$ cat config.mk
export PLATFORM = sky130hd
export DESIGN_NAME = fxp_mult_seq
export DESIGN_NICKNAME = d
export VERILOG_FILES = /design/src/rtl/fxp_pkg.sv /design/src/rtl/fxp_round.sv /design/src/rtl/fxp_mult_seq.sv
export SDC_FILE = /design/constraint.sdc
export NUM_CORES = 1
export LEC_CHECK = 0
export ABC_CLOCK_PERIOD_IN_PS = 8600
export BUFFER_PORTS_ARGS = -buffer_cell sky130_fd_sc_hd__buf_4
export CELL_PAD_IN_SITES_DETAIL_PLACEMENT = 0
export CELL_PAD_IN_SITES_GLOBAL_PLACEMENT = 1
export CORE_UTILIZATION = 40
export CTS_CLUSTER_SIZE = 12
export DETAILED_ROUTE_END_ITERATION = 6
export PLACE_DENSITY_LB_ADDON = 0.1
export SLEW_MARGIN = 20
export SYNTH_ARGS = -nofsm -noshare
export SYNTH_HDL_FRONTEND = slang
export SYNTH_SLANG_ARGS = --single-unit
$ cat constraint.sdc
create_clock -name i_clk -period 8.6 [get_ports i_clk]
set_input_delay 0.86 -clock i_clk [delete_from_list [all_inputs] [get_ports i_clk]]
set_output_delay 0.86 -clock i_clk [all_outputs]
set_load 0.05 [all_outputs]
$ cat src/rtl/fxp_pkg.sv
// -----------------------------------------------------------------------------
// fxp_pkg
// Shared definitions for the sequential fixed-point multiplier:
//   - rounding-mode encodings carried on i_rnd_mode
//   - FSM state encoding of fxp_mult_seq (also visible on its dbg_state port)
//   - round_up(): the round-increment decision used by fxp_round
// -----------------------------------------------------------------------------
package fxp_pkg;

   // Rounding modes. Encoding 2'b11 is not named and behaves as truncation.
   localparam logic [1:0] RND_TRUNC     = 2'b00;  // toward zero (magnitude truncation)
   localparam logic [1:0] RND_HALF_AWAY = 2'b01;  // half away from zero
   localparam logic [1:0] RND_CONV      = 2'b10;  // half to even

   typedef enum logic [1:0] {
      ST_IDLE  = 2'd0,
      ST_BUSY  = 2'd1,
      ST_FINAL = 2'd2,
      ST_DONE  = 2'd3
   } fsm_state_t;

   // Decide whether the truncated magnitude must be incremented.
   // Rounding acts on the magnitude, so "away from zero" is simply "up".
   function automatic logic round_up(input logic [1:0] mode,
                                     input logic       guard,
                                     input logic       sticky,
                                     input logic       lsb);
      logic up;
      up = 1'b0;
      case (mode)
         RND_HALF_AWAY: up = guard;
         RND_CONV:      up = guard & (sticky | lsb);
         default:       up = 1'b0;
      endcase
      return up;
   endfunction

endpackage

$ cat src/rtl/fxp_round.sv
// -----------------------------------------------------------------------------
// fxp_round
// Combinational back end of the multiplier: rounds a 2N-bit unsigned product
// magnitude at bit Q, applies the sign, detects overflow of the N-bit signed
// result and optionally saturates.
//
// Configuration macro: FXP_MULT_SAT_EN
//   defined   -> overflowing results clamp to the most positive/negative value
//   undefined -> overflowing results wrap (low N bits of the signed result)
//
// Ports:
//   mag    in  2N  unsigned product magnitude |A|*|B|
//   neg    in  1   result sign (1 = negative)
//   mode   in  2   rounding mode (fxp_pkg RND_*)
//   result out N   signed rounded result
//   ovr    out 1   rounded result not representable in N signed bits
// -----------------------------------------------------------------------------
module fxp_round
   import fxp_pkg::*;
#(
   parameter int Q = 15,
   parameter int N = 32
) (
   input  logic [2*N-1:0] mag,
   input  logic           neg,
   input  logic [1:0]     mode,
   output logic [N-1:0]   result,
   output logic           ovr
);

   localparam int W = 2 * N;

   // Bits Q-2..0 form the sticky field; empty (all-zero mask) when Q == 1.
   localparam logic [W-1:0] STICKY_MASK = (W'(1) << (Q - 1)) - W'(1);
   // Largest representable magnitudes for positive and negative results.
   localparam logic [W-1:0] POS_LIMIT   = (W'(1) << (N - 1)) - W'(1);
   localparam logic [W-1:0] NEG_LIMIT   = (W'(1) << (N - 1));

   logic [W-1:0] shifted;
   logic [W-1:0] rmag;
   logic [N-1:0] signed_low;
   logic         guard;
   logic         sticky;
   logic         up;
   logic         big;

   always_comb begin
      shifted    = mag >> Q;
      guard      = mag[Q-1];
      sticky     = |(mag & STICKY_MASK);
      up         = round_up(mode, guard, sticky, shifted[0]);
      // shifted < 2^(W-Q), so the increment cannot carry out of W bits.
      rmag       = shifted + W'(up);
      big        = neg ? (rmag > NEG_LIMIT) : (rmag > POS_LIMIT);
      // Negating a zero magnitude gives zero, so -0 never appears.
      signed_low = neg ? (~rmag[N-1:0] + N'(1)) : rmag[N-1:0];
      ovr        = big;
`ifdef FXP_MULT_SAT_EN
      if (big) begin
         result = neg ? {1'b1, {(N-1){1'b0}}} : {1'b0, {(N-1){1'b1}}};
      end else begin
         result = signed_low;
      end
`else
      result     = signed_low;
`endif
   end

endmodule

$ cat src/rtl/fxp_mult_seq.sv
// -----------------------------------------------------------------------------
// fxp_mult_seq
// Sequential signed Q-format multiplier: result = round((A*B) >> Q).
// One radix-2 shift-add step per cycle on operand magnitudes, then one cycle
// of rounding / sign / overflow handling in fxp_round.
//
// Configuration macro: FXP_MULT_SAT_EN (saturate on overflow, see fxp_round)
//
// Handshake: an operation is accepted on a rising edge where i_valid and
// o_ready are both high (o_ready is high only in IDLE, inputs seen elsewhere
// are ignored, nothing is queued); a result is consumed on a rising edge
// where o_valid and i_ready are both high. o_result/ovr hold while o_valid
// is high and i_ready is low.
//
// Ports:
//   i_clk          in  1  clock, rising edge
//   i_rst          in  1  synchronous active-high reset
//   i_valid        in  1  operands presented
//   o_ready        out 1  able to accept operands (IDLE)
//   i_multiplicand in  N  signed operand A
//   i_multiplier   in  N  signed operand B
//   i_rnd_mode     in  2  rounding mode, captured with the operands
//   o_valid        out 1  result available (DONE)
//   i_ready        in  1  consumer accepts result
//   o_result       out N  signed rounded product
//   ovr            out 1  rounded result overflowed N signed bits
//   dbg_state      out 2  current FSM state
// -----------------------------------------------------------------------------
module fxp_mult_seq
   import fxp_pkg::*;
#(
   parameter int Q = 15,
   parameter int N = 32
) (
   input  logic             i_clk,
   input  logic             i_rst,
   input  logic             i_valid,
   output logic             o_ready,
   input  logic [N-1:0]     i_multiplicand,
   input  logic [N-1:0]     i_multiplier,
   input  logic [1:0]       i_rnd_mode,
   output logic             o_valid,
   input  logic             i_ready,
   output logic [N-1:0]     o_result,
   output logic             ovr,
   output fsm_state_t       dbg_state
);

   localparam int CW = $clog2(N) + 1;

   fsm_state_t       state;
   logic [2*N-1:0]   acc;      // {partial sum, remaining multiplier bits}
   logic [N-1:0]     mcand;    // |A|
   logic [CW-1:0]    cnt;
   logic             neg;
   logic [1:0]       mode;

   logic [N-1:0]     mag_a;
   logic [N-1:0]     mag_b;
   logic [N:0]       step_sum;
   logic [N-1:0]     rnd_result;
   logic             rnd_ovr;

   // Two's complement negation of -2^(N-1) yields 2^(N-1) as an unsigned
   // N-bit value, so the most negative operand keeps its full magnitude.
   always_comb begin
      mag_a    = i_multiplicand[N-1] ? (~i_multiplicand + N'(1)) : i_multiplicand;
      mag_b    = i_multiplier[N-1]   ? (~i_multiplier   + N'(1)) : i_multiplier;
      step_sum = {1'b0, acc[2*N-1:N]} + {1'b0, (acc[0] ? mcand : {N{1'b0}})};
   end

   fxp_round #(.Q(Q), .N(N)) u_round (
      .mag    (acc),
      .neg    (neg),
      .mode   (mode),
      .result (rnd_result),
      .ovr    (rnd_ovr)
   );

   always_ff @(posedge i_clk) begin
      if (i_rst) begin
         state    <= ST_IDLE;
         o_ready  <= 1'b1;
         o_valid  <= 1'b0;
         o_result <= '0;
         ovr      <= 1'b0;
         acc      <= '0;
         mcand    <= '0;
         cnt      <= '0;
         neg      <= 1'b0;
         mode     <= RND_TRUNC;
      end else begin
         case (state)
            ST_IDLE: begin
               if (i_valid && o_ready) begin
                  mcand   <= mag_a;
                  acc     <= {{N{1'b0}}, mag_b};
                  neg     <= i_multiplicand[N-1] ^ i_multiplier[N-1];
                  mode    <= i_rnd_mode;
                  cnt     <= '0;
                  o_ready <= 1'b0;
                  state   <= ST_BUSY;
               end
            end
            ST_BUSY: begin
               // Add |A| into the upper half when the current multiplier bit
               // is set, then shift the whole register right by one.
               acc <= {step_sum, acc[N-1:1]};
               if (cnt == CW'(N - 1)) begin
                  cnt   <= '0;
                  state <= ST_FINAL;
               end else begin
                  cnt <= cnt + CW'(1);
               end
            end
            ST_FINAL: begin
               o_result <= rnd_result;
               ovr      <= rnd_ovr;
               o_valid  <= 1'b1;
               state    <= ST_DONE;
            end
            ST_DONE: begin
               if (o_valid && i_ready) begin
                  o_valid <= 1'b0;
                  o_ready <= 1'b1;
                  state   <= ST_IDLE;
               end
            end
            default: begin
               state   <= ST_IDLE;
               o_ready <= 1'b1;
               o_valid <= 1'b0;
            end
         endcase
      end
   end

   assign dbg_state = state;

endmodule

==> impl_metrics.py, run 1 <==
metrics = {
    "run_status": {
        "status": "completed",
    },
    "placed_design": {
        "dp.cells": 1730,
        "preCtsSetupSlack_ns": 3.749,
        "place_congestion": 0.8348,
        "dpl.hpwl_um": 20040,
        "io_buffers": 106,
    },
    "route": {
        "viasPerCell": 5.341,
        "wl_per_cell_um": 15.37,
        "vias": 9410,
        "dr.pass1.iters": 7,
        "drt_drc_violations_left": 0,
        "drtAntennaViolNets": 0,
        "drtIter0Drc": 447,
        "wl_um": 27080,
    },
    "run": {
        "drv_cap": 0,
    },
    "synth": {
        "synth_cell_types": 79,
        "yosysSeqAreaShare_pct": 26.81,
        "synthFlopType": "dfxtp_1",
        "synthCells": 1367,
        "syn_area_mm2": 0.01060,
        "syn_nets": 1483,
        "synth.avg_cell_area_um2": 7.756,
        "yosys_warnings": 0,
        "async_flop_share_pct": 0,
        "synth_edf_count": 0,
        "ys_ff_latch": 142,
    },
    "global_route": {
        "grt_max_degree": 71,
        "first_global_vias": 8392,
        "overflow": 0,
        "use_met3_pct": 2.511,
        "grt_pass1_wl_um": 43740,
        "met1_usage_pct": 31.56,
        "top_usage_layer": "met1",
        "grt_use_total_pct": 20.19,
        "antenna_found_initial": 0,
        "grt_util_met2_pct": 28.42,
    },
    "clocking": {
        "cts_buffers": 17,
        "tritoncts": "done",
        "cts_hold_buf": 0,
        "cts.sinks": 142,
        "cts_root_buffer": "clkbuf_16",
        "clock_latency_ns": 0.43,
        "clock_path_buffers": 2,
        "htree_levels": 4,
        "clk_pin_slew_ns": 0.06,
        "post_cts_buffers": 0,
        "postCtsResizedCells": 0,
    },
    "timing": {
        "layout_setup_ws_ns": 3.778,
        "hold_viol": 0,
        "finalCritPeriodShare_pct": 56.07,
        "tightest_slew_ns": 0.7981,
        "maxSlewViolCount": 0,
        "rsz0062_at_grt": "no",
        "max_freq_ghz": 0.2074,
        "slew_headroom_pct": 46.80,
        "skew_ns": 0.009721,
        "timing.setup.tns_ns": 0,
        "period_needed_ns": 4.822,
        "finalSetupViolations": 0,
    },
    "setup_path": {
        "r2r_cells": 15,
        "critPathLaunch": "acc[0]",
        "crit_path_end_kind": "register",
        "worst-setup-path-type": "reg -> reg",
        "path_max_fanout": 34,
        "worstReg2RegEnd": "o_result[30]",
        "r2r_start": "acc[0]",
        "rrSetupSlack_ns": 3.78,
        "crit_required_ns": 8.88,
        "crit_arrival_ns": 5.10,
        "crit_end": "o_result[30]",
        "setup.worst_path.start_class": "register",
    },
    "final_layout": {
        "layout_commonest_cell": "nand2_1",
        "drive_gt1_share_pct": 12.83,
        "fin_util_pct": 46.57,
        "multi_input_area_mm2": 0.007268,
        "nets": 1530,
        "n_fill_cell": 2706,
        "register_area_mm2": 0.002844,
        "most-common-layout-cells": "191 x nand2_1, 141 x dfxtp_1, 120 x nor2_1, 115 x buf_4, 90 x xor2_1",
        "stdcell_count": 1762,
        "syn2layout_area_growth_pct": 14.46,
    },
    "floorplanning": {
        "rows": 59,
        "dieArea_mm2": 0.02716,
        "coreArea_mm2": 0.02606,
        "die_y_um": 164.8,
        "start_util_pct": 40.69,
        "die_w_um": 164.8,
        "ios": 107,
    },
    "power_and_ir_drop": {
        "leakagePower_nw": 4.838,
        "power_density_mw_per_mm2": 255.8,
        "irDropWorstVdd_mv": 0.2919,
    },
    "min_path": {
        "min_path_type": "reg -> reg",
        "min-delay-start": "mcand[0]",
    },
}
## synth_stat cells, types with 27 or more instances
cell type  instances  area share [%]
mux2i_1           37             3.5
o31ai_1           27             1.9
ha_1              45             5.3
xnor2_1           72             5.9
nand2_1          191             6.8
and2_1            39             2.3
a211oi_1          38             2.7
nand3_1           31             1.5
clkbuf_1          49             1.7
dfxtp_1          142              27
xor2_1            90             7.4
inv_1             31             1.1
nor2_1           120             4.2
o21ai_0           80             3.8
a21oi_1           73             3.4
## metrics by stage
step           area, um^2  power (W)  hold slack [ns]
4_1_cts             12130   0.003137           0.4626
3_3_place_gp        11510   0.002329           0.4493
5_1_grt             12130   0.003338           0.4869
6_report            12140   0.003104           0.4619
3_5_place_dp        11510   0.002336           0.4541
2_1_floorplan       10600   0.002011           0.4317
## worst max-delay path, cell delays in order (launching register included)
cell	delay [ns]
dfxtp_1	0.80
nor4_1	0.15
nand4_1	0.10
a21oi_1	0.07
nor3b_1	0.39
ha_1	0.41
ha_1	0.43
nand4_4	0.21
nor3_4	0.42
a41oi_4	0.23
nor4_4	0.40
nand4_1	0.30
o41ai_1	0.48
xnor2_1	0.11
mux2i_1	0.13
nor2_1	0.05
## layer usage
layer / share of wire (%) / wire length (um)
met4: 0.80 / 216
met1: 56 / 15230
met2: 40 / 10710
met5: 0 / 0
met3: 3.4 / 922
## worst min path at each step
| stage | endpoint | slack, ns | cells after the start |
|---|---|---|---|
| 3_3_place_gp | mcand[0] | 0.45 | 2 |
| 3_5_place_dp | mcand[0] | 0.45 | 2 |
| 4_1_cts | mcand[0] | 0.46 | 2 |
| 5_1_grt | mcand[0] | 0.49 | 2 |
| 6_report | mcand[0] | 0.46 | 2 |
| 2_1_floorplan | mcand[0] | 0.43 | 2 |
## state kept, by name (all words and copies together) (netlist names)
| register | cells |
|---|---|
| o_result | 32 |
| ovr | 1 |
| mode | 2 |
| dbg_state | 2 |
| neg | 1 |
| o_ready | 1 |
| o_valid | 1 |
| mcand | 32 |
| acc | 64 |
| cnt | 6 |
## cell type report
cell class / count / area share (%)
Antenna cell: 1 / 0.02062
Clock buffer: 20 / 3.763
Clock inverter: 11 / 1.361
Inverter: 31 / 0.9589
Multi-Input combinational cell: 1107 / 59.89
Sequential cell: 142 / 23.44
Tap cell: 335 / 3.454
Timing Repair Buffer: 115 / 7.114
## power breakdown
part,switching (W),internal (W)
clock,0.000294,0.000498
sequential,0.000190,0.000800
combinational,0.000822,0.000501
## logic make-up after synthesis
kind of cell | count (synthesis) | share of synthesized area [%]
and+or+nand+nor | 529 | 24.85
AOI/OAI and AO/OA | 333 | 21.16
xor gates and xnor gates | 162 | 13.38
DFF | 142 | 26.81
buffers and inverters | 118 | 4.803
adders and majority gates | 46 | 5.499
muxes | 37 | 3.493
No activity file was read; power rests on OpenSTA's default activity.
==> run 2, diff against run 1 <==
ABC_CLOCK_PERIOD_IN_PS = 4500   (was 8600)
clock period = 4.5 ns   (was 8.6 ns; I/O delays follow)
==> run 2 against run 1 <==
Compared with the run above: hold slack got worse by 0.16 ns; non-clock buffer count rose by 2; sequential power up 89%; worst setup slack got worse by 3.4 ns.
==> impl_metrics.py, run 2 (synthesis gave the netlist of run 1 again) <==
metrics = {
    "timing": {
        "slew_headroom_pct": 37.36,
        "finalSetupViolations": 0,
        "holdWs_ns": 0.3049,
        "hold_viol": 0,
        "layout_setup_ws_ns": 0.4076,
        "maxSlewViolCount": 0,
        "skew_ns": 0.01031,
        "tightest_slew_ns": 0.9396,
        "timing.setup.tns_ns": 0,
        "max_freq_ghz": 0.2444,
        "finalCritPeriodShare_pct": 90.94,
        "period_needed_ns": 4.092,
    },
    "final_layout": {
        "largest_reg_flops": 64,
        "reg_top3": "acc x64, mcand x32, o_result x32",
        "n_fill_cell": 2631,
        "register_area_mm2": 0.002844,
        "regMostFlops": "acc",
        "drive_gt1_share_pct": 13.03,
        "antenna_cells": 0,
        "nets": 1532,
        "multi_input_area_mm2": 0.007282,
        "layout_commonest_cell": "nand2_1",
        "most-common-layout-cells": "191 x nand2_1, 141 x dfxtp_1, 120 x nor2_1, 117 x buf_4, 90 x xor2_1",
        "syn2layout_area_growth_pct": 14.60,
    },
    "floorplanning": {
        "die_y_um": 164.8,
        "coreArea_mm2": 0.02606,
        "dieArea_mm2": 0.02716,
        "ios": 107,
        "die_w_um": 164.8,
        "start_util_pct": 40.69,
        "rows": 59,
    },
    "global_route": {
        "antenna_found_initial": 0,
        "grt_use_total_pct": 20.49,
        "met1_usage_pct": 31.97,
        "use_met3_pct": 2.411,
        "first_global_vias": 8563,
        "grt_pass1_wl_um": 44370,
        "top_usage_layer": "met1",
        "grt_util_met2_pct": 29.26,
        "overflow": 0,
        "grt_max_degree": 82,
    },
    "route": {
        "dr.pass1.iters": 5,
        "vias": 9470,
        "drtAntennaViolNets": 0,
        "wl_um": 27280,
        "drtIter0Drc": 516,
        "wl_per_cell_um": 15.48,
        "drt_drc_violations_left": 0,
        "viasPerCell": 5.375,
    },
    "setup_path": {
        "crit_path_end_kind": "register",
        "path_max_fanout": 9,
        "setup.worst_path.start_class": "register",
        "worst-setup-path-type": "reg -> reg",
        "crit_arrival_ns": 4.37,
        "crit_required_ns": 4.77,
    },
    "placed_design": {
        "io_buffers": 106,
        "preCtsSetupSlack_ns": 0.3443,
        "place_congestion": 0.8363,
        "dpl.hpwl_um": 20280,
    },
    "clocking": {
        "cts_hold_buf": 0,
        "clock_path_buffers": 2,
        "tritoncts": "done",
        "clk_pin_slew_ns": 0.06,
        "cts_root_buffer": "clkbuf_16",
        "postCtsResizedCells": 0,
        "cts.sinks": 142,
        "cts_buffers": 17,
        "htree_levels": 4,
        "clock_latency_ns": 0.42,
        "post_cts_buffers": 0,
    },
    "power_and_ir_drop": {
        "irDropWorstVdd_mv": 0.5415,
        "combPwrFrac_pct": 43.4,
        "p_clk_share_pct": 25.2,
        "pwr-share-seq_pct": 31.4,
        "leakagePower_nw": 4.853,
        "power.switching_w": 0.002502,
        "p_int_w": 0.003439,
        "power_density_mw_per_mm2": 489.0,
        "power_w": 0.005941,
        "p_sw_share_pct": 42.11,
    },
    "run_status": {
        "status": "completed",
    },
    "run": {
        "drv_cap": 0,
    },
    "min_path": {
        "min_path_type": "in -> reg",
    },
}
-- run 2: layout make-up --
cell class / count / area share, %
clock buffer: 19 / 3.645
clock inverter: 11 / 1.380
inverter: 31 / 0.9577
multi-input combinational: 1107 / 59.93
sequential: 142 / 23.41
tap: 335 / 3.450
timing repair buffer: 117 / 7.229
-- run 2: per-stage QoR --
stage	utilization [%]	area (um^2)	instances
3_3_place_gp	44.23	11520	1732
3_5_place_dp	44.23	11520	1732
6_report	46.63	12150	1762
2_1_floorplan	-	10600	1367
5_1_grt	46.63	12150	1762
4_1_cts	46.57	12140	1762
-- run 2: final timing paths --
kind              slack [ns]  cells past startpoint              start      endpoint
setup / recovery        0.41                     14            mode[0]  o_result[29]
setup reg to reg        0.41                     14            mode[0]  o_result[29]
hold reg to reg         0.47                      2           mcand[0]      mcand[0]
hold / removal          0.30                      3  i_multiplicand[0]      mcand[0]
-- run 2: per-layer routing --
layer  vias to the layer above  part of all wire [%]
met5                         -                     0
met3                        18                   3.9
met1                      4277                    55
met2                       204                    40
li1                       4971                     -
met4                         0                  0.78
-- run 2: critical path, stage by stage (launching register included) --
cell	delay, ns
dfxtp_1	0.35
inv_1	0.05
ha_1	0.28
nor3b_1	0.21
ha_1	0.41
ha_1	0.44
nand4_4	0.21
nor4_1	0.53
nand2_1	0.14
o21ai_2	0.26
nand4_2	0.22
o41ai_1	0.50
xor2_1	0.13
mux2i_1	0.15
nor2_1	0.05
-- run 2: power by group through the flow --
stage,combinational [W],clock [W],sequential [W]
floorplan,0.00199,0,0.00186
global placement,0.00260,0,0.00188
detailed placement,0.00259,0,0.00189
CTS,0.00260,0.00153,0.00186
global route,0.00289,0.00158,0.00192
finish,0.00258,0.00149,0.00187
